## src/rtl/multicycle_controller.sv

```systemverilog
// multicycle_controller: FETCH/DECODE/EXEC/MULWAIT/MEM/WB sequencer with multiply latency and memory timeout
module multicycle_controller #(
  parameter int MUL_CYCLES  = 3,
  parameter int MEM_TIMEOUT = 15
) (
  input  logic       clk_i,
  input  logic       rst_n_i,
  input  logic       run_i,
  input  logic [5:0] op_i,
  input  logic [5:0] fcn_i,
  input  logic       zero_i,
  input  logic       mem_ready_i,
  output logic       alu_src_o,
  output logic       alu_src2_o,
  output logic       reg_sl_o,
  output logic       reg_dst_o,
  output logic       reg_write_o,
  output logic [3:0] alu_op_o,
  output logic       mem_read_o,
  output logic       mem_write_o,
  output logic       mem_to_reg_o,
  output logic       brnch_o,
  output logic       pc_write_o,
  output logic       ir_write_o,
  output logic       busy_o,
  output logic       err_o
);
  localparam int TW = $clog2(MEM_TIMEOUT + 1);
  localparam int MW = $clog2(MUL_CYCLES + 1);

  typedef enum logic [2:0] {IDLE, FETCH, DECODE, EXEC, MULWAIT, MEM, WB} state_t;

  state_t        state_q, state_d, done_st;
  logic [5:0]    op_q, op_d, fcn_q, fcn_d;
  logic [TW-1:0] tmo_q, tmo_d;
  logic [MW-1:0] mul_q, mul_d;
  logic          err_q, err_d;
  logic          r_type, s_type, is_lw, is_sw, is_bne, is_mul, is_shift, is_imm, legal, tmo_hit, ctl_en;
  logic [3:0]    alu_op_dec;

  assign r_type   = op_q == 6'h00;
  assign s_type   = op_q == 6'h1C;
  assign is_lw    = op_q == 6'h23;
  assign is_sw    = op_q == 6'h2B;
  assign is_bne   = op_q == 6'h05;
  assign is_mul   = s_type && fcn_q == 6'h02;
  assign is_shift = r_type && (fcn_q inside {6'h00, 6'h02, 6'h06});
  assign is_imm   = op_q inside {6'h08, 6'h0D, 6'h23, 6'h2B};
  assign legal    = (op_i == 6'h00) ? (fcn_i inside {6'h20, 6'h22, 6'h24, 6'h25, 6'h2A, 6'h00, 6'h02, 6'h06}) :
                    (op_i == 6'h1C) ? (fcn_i inside {6'h21, 6'h20, 6'h02}) :
                    (op_i inside {6'h08, 6'h0D, 6'h23, 6'h2B, 6'h05});
  assign alu_op_dec = r_type ? (fcn_q == 6'h22 ? 4'h1 : fcn_q == 6'h24 ? 4'h2 : fcn_q == 6'h25 ? 4'h3 :
                                fcn_q == 6'h2A ? 4'h4 : fcn_q == 6'h00 ? 4'h5 : fcn_q == 6'h02 ? 4'h6 :
                                fcn_q == 6'h06 ? 4'h7 : 4'h0) :
                      s_type ? (fcn_q == 6'h21 ? 4'h8 : fcn_q == 6'h20 ? 4'h9 : 4'hA) :
                      op_q == 6'h0D ? 4'h3 : is_bne ? 4'h1 : 4'h0;
  // The MEM_TIMEOUT-th waiting cycle is the last chance; MemReady there still succeeds
  assign tmo_hit = tmo_q == TW'(MEM_TIMEOUT - 1);
  assign done_st = run_i ? FETCH : IDLE;
  assign ctl_en  = state_q inside {EXEC, MULWAIT, MEM, WB};

  always_ff @(posedge clk_i or negedge rst_n_i) begin
    if (!rst_n_i) begin
      state_q <= IDLE;
      op_q    <= '0;
      fcn_q   <= '0;
      tmo_q   <= '0;
      mul_q   <= '0;
      err_q   <= 1'b0;
    end else begin
      state_q <= state_d;
      op_q    <= op_d;
      fcn_q   <= fcn_d;
      tmo_q   <= tmo_d;
      mul_q   <= mul_d;
      err_q   <= err_d;
    end
  end

  always_comb begin
    state_d = state_q;
    op_d    = op_q;
    fcn_d   = fcn_q;
    tmo_d   = '0;
    mul_d   = mul_q;
    err_d   = err_q;
    case (state_q)
      IDLE:    state_d = (run_i && !err_q) ? FETCH : IDLE;
      FETCH, MEM: begin
        if (mem_ready_i) state_d = (state_q == FETCH) ? DECODE : is_sw ? done_st : WB;
        else if (tmo_hit) begin
          err_d   = 1'b1;
          state_d = IDLE;
        end else tmo_d = tmo_q + TW'(1);
      end
      DECODE: begin
        op_d    = op_i;
        fcn_d   = fcn_i;
        err_d   = err_q | ~legal;
        state_d = legal ? EXEC : IDLE;
      end
      EXEC: begin
        state_d = (is_mul && MUL_CYCLES > 1) ? MULWAIT : is_bne ? done_st : (is_lw || is_sw) ? MEM : WB;
        mul_d   = MW'(MUL_CYCLES - 1);
      end
      MULWAIT: begin
        state_d = (mul_q == MW'(1)) ? WB : MULWAIT;
        mul_d   = mul_q - MW'(1);
      end
      WB:      state_d = done_st;
      default: state_d = IDLE;
    endcase
  end

  always_comb begin
    alu_src_o    = ctl_en && is_imm;
    alu_src2_o   = ctl_en && is_shift;
    reg_sl_o     = ctl_en && is_shift;
    reg_dst_o    = ctl_en && (r_type || s_type);
    alu_op_o     = ctl_en ? alu_op_dec : 4'h0;
    mem_to_reg_o = ctl_en && is_lw;
    reg_write_o  = state_q == WB;
    mem_read_o   = state_q == FETCH || (state_q == MEM && is_lw);
    mem_write_o  = state_q == MEM && is_sw;
    brnch_o      = state_q == EXEC && is_bne;
    ir_write_o   = state_q == FETCH && mem_ready_i;
    pc_write_o   = (state_q == FETCH && mem_ready_i) || (state_q == EXEC && is_bne && !zero_i);
    busy_o       = state_q != IDLE;
    err_o        = err_q;
  end
endmodule

```

## config.mk

```make
export PLATFORM = sky130hd
export DESIGN_NAME = multicycle_controller
export DESIGN_NICKNAME = d
export VERILOG_FILES = /design/src/rtl/multicycle_controller.sv
export SDC_FILE = /design/constraint.sdc
export NUM_CORES = 1
export LEC_CHECK = 0
export ABC_AREA = 1
export BUFFER_PORTS_ARGS = -buffer_cell sky130_fd_sc_hd__buf_2
export CORE_UTILIZATION = 54
export DETAILED_ROUTE_END_ITERATION = 8
export PLACE_DENSITY = 0.77
export SLEW_MARGIN = 20
export SYNTH_ARGS = -nofsm -noshare
export SYNTH_HDL_FRONTEND = slang
export SYNTH_SLANG_ARGS = --single-unit
```

## constraint.sdc

```tcl
create_clock -name clk_i -period 1.7 [get_ports clk_i]
set_input_delay 0.17 -clock clk_i [delete_from_list [all_inputs] [get_ports clk_i]]
set_output_delay 0.17 -clock clk_i [all_outputs]
set_load 0.01 [all_outputs]
```

==> results.tsv <==
metric	value	unit
critical path class	flip-flop to primary output	
TritonCTS clock tree	built	
Critical Path Sink Type	primary output	
total global routing overflow	0	
die height	56.4	um
Hold Crit Class	primary input to flip-flop	
Yosys top cell by area	dfrtp_1	
synth-to-layout area growth	40.5	%
final antenna-violating net count	0	
Final Critical Period	1.88	ns
Post-Route Skew	0.0168	ns
layout cell share with drive strength beyond 1	0.367	
Max VDD drop	0.571	mV
Total Wirelength	5.00	mm
Final Hold Viols	0	
initial antenna violation count	0	
H-Tree Depth	1	
Die ar.	0.00318	mm2
RSZ-0062 raised after global routing	true	
WL/cell	14.5	um
Total Neg Setup Slack	-1.37	ns
NumNets Final	334	
max cap viols	0	
Initial Util	0.574	
final non-filler cell area	0.00224	mm2
routed via count	1941	
first-pass GRT wire length	6.74	mm
I/O Pins	34	
PwrDens	581	mW/mm2
Yosys top cell area share	0.345	
final max-slew violation count	0	
Critical R2R Launch	state_q[0]	
commonest non-fill, non-tap cell in the layout	nand2_1	
GRT met3 Usage	0.0323	
Slew Limit Headroom	0.670	
FP Rows	19	
post-detail-place hpwl	2.72	mm
P_leak	1.19	nW
Yosys reg bits	22	
ANT cells	0	
YS warnings	0	
top cells by area, synth	dfrtp_1 (35%), nand2_1 (13%), nor2_1 (11%)	
failing checks	negative setup slack	
DR pass1 iterations	4	
drt drc	0	
sequential area share after synthesis	0.345	
Placed Instances	317	
Via density	5.64	
Critical Path RT	1.53	ns
overall power	1.30	mW
Most Crowded Layer GR	met2	
filler cell count	202	
hold_ws	0.0878	ns
vias in the first global route	1590	
crit path max fanout	5	
Register-to-Register Path Depth	8	
clk slew on worst S/H paths	0.13	ns
chip width	56.4	um
R2R Path End	state_q[1]	
FMAX	531	MHz
GRT met2 Usage	0.413	
Post-Layout Cell Count	344	
outcome	complete, but fails checks	
synthesized cell area	0.00160	mm2
total global-route track usage	0.272	
synth unique cells	27	
Tightest Pin Transition	0.495	ns
most frequent cells in the layout	nand2_1 (50), nor2_1 (35), inv_1 (33), buf_2 (32)	
Syn Inst Count	252	
Synth Net Count	272	
Final period util	1.11	
worst path arrival time	1.71	ns
final worst slack	-0.182	ns
PortBufs	33	
1st-iter DRT viols	139	
pin count of the biggest net entering global routing	23	
CP Launch Point	state_q[0]	
area of the core	0.00278	mm2
R2R Setup Slk	0.12	ns
Root Buffer	clkbuf_4	
M1 GR Usage	0.367	
total CTS buffers	3	
Critical Path Start Type	flip-flop	
placed instance area	0.00181	mm2
number of clock sinks	22	
Worst-Skew Late Latency	0.33	ns
setup violators final	13	
Critical Path End	alu_op_o[0]	
Mapped Avg Cell Area	6.33	um2
GPL Wtd Cong	0.856	
clk buf depth	2	
==> Yosys cell counts <==
| cell type | n |
|---|---|
| a211oi_1 | 1 |
| a21boi_1 | 1 |
| a21oi_1 | 4 |
| a21oi_2 | 1 |
| and2_1 | 1 |
| buf_2 | 2 |
| buf_4 | 1 |
| clkinv_1 | 1 |
| dfrtp_1 | 22 |
| ha_1 | 3 |
| inv_1 | 34 |
| inv_2 | 13 |
| nand2_1 | 54 |
| nand2_2 | 1 |
| nand3_1 | 22 |
| nand3_2 | 2 |
| nand4_1 | 10 |
| nor2_1 | 48 |
| nor2_2 | 3 |
| nor3_1 | 4 |
| nor3_2 | 1 |
| nor3b_1 | 1 |
| o21ai_0 | 5 |
| o21ai_1 | 14 |
| o32ai_1 | 1 |
| xnor2_1 | 1 |
| xor2_1 | 1 |
==> worst min-delay path by stage <==
| stage | from | to | slack [ns] | cells past startpoint |
|---|---|---|---|---|
| 6_report | op_i[5] | op_q[5] | 0.09 | 3 |
| 5_1_grt | op_i[5] | op_q[5] | 0.08 | 3 |
| 2_1_floorplan | rst_n_i | err_o | -0.13 | 0 |
| 3_5_place_dp | rst_n_i | mul_q[0] | 0.15 | 1 |
| 4_1_cts | op_i[5] | op_q[5] | 0.08 | 3 |
| 3_3_place_gp | rst_n_i | mul_q[1] | 0.16 | 1 |
==> registers in the layout, indices dropped and copies added, names as in the netlist <==
signal / flops
fcn_q: 6
op_q: 6
tmo_q: 4
state_q: 3
mul_q: 2
err_o: 1
==> per-stage QoR <==
step | setup WS (ns) | utilization
3_5_place_dp | 0.125 | 0.651
2_1_floorplan | 0.0439 | -
6_report | -0.182 | 0.806
3_3_place_gp | 0.170 | 0.651
4_1_cts | -0.106 | 0.737
5_1_grt | -0.276 | 0.806
==> per-layer routing <==
metal	vias up	wire (um)	part of all wire
met2	100	2330	0.47
met4	0	275	0.055
met5	-	0	0
li1	924	-	-
met3	26	333	0.067
met1	891	2060	0.41
==> critical path, stage by stage (launching register included) <==
cell and delay (ns):
dfrtp_2 0.49, inv_1 0.14, nand3_2 0.16, nand3_4 0.16
inv_6 0.06, a21oi_2 0.11, nand2_1 0.07, nor2_1 0.07
buf_2 0.13
==> area by class of cell <==
type / instances / area [um2] / area share
multi-input combinational: 179 / 1000 / 0.447
sequential: 22 / 558 / 0.249
timing repair buffer: 60 / 403 / 0.180
inverter: 48 / 188 / 0.0837
tap: 31 / 38.8 / 0.0173
clock inverter: 1 / 30.0 / 0.0134
clock buffer: 3 / 22.5 / 0.0100
==> what timing repair did <==
item	4_1_cts	5_1_grt
hold buffers	1	0
hold endpoints to repair	22	0
cloned	0	0
pin swaps	11	19
gates resized for setup	22	34
endpoints found under the setup margin	10	13
setup buffers	13	9
==> report_power, final <==
| group | total, mW | internal, mW | leakage (nW) | switching, mW |
|---|---|---|---|---|
| Combinational | 0.260 | 0.0889 | 0.921 | 0.171 |
| Clock | 0.408 | 0.239 | 0.0279 | 0.169 |
| Sequential | 0.635 | 0.573 | 0.243 | 0.0616 |
==> cell families (layout without fill, tap and decap cells) <==
| family | after synthesis | in the layout | share of synthesized area |
|---|---|---|---|
| compound gates | 27 | 27 | 0.0926 |
| simple gates | 147 | 147 | 0.404 |
| flops | 22 | 22 | 0.345 |
| xor+xnor | 2 | 2 | 0.0110 |
| buf+inv | 51 | 112 | 0.124 |
| fa+ha+maj | 3 | 3 | 0.0235 |
(Power assumes the default switching activity.)
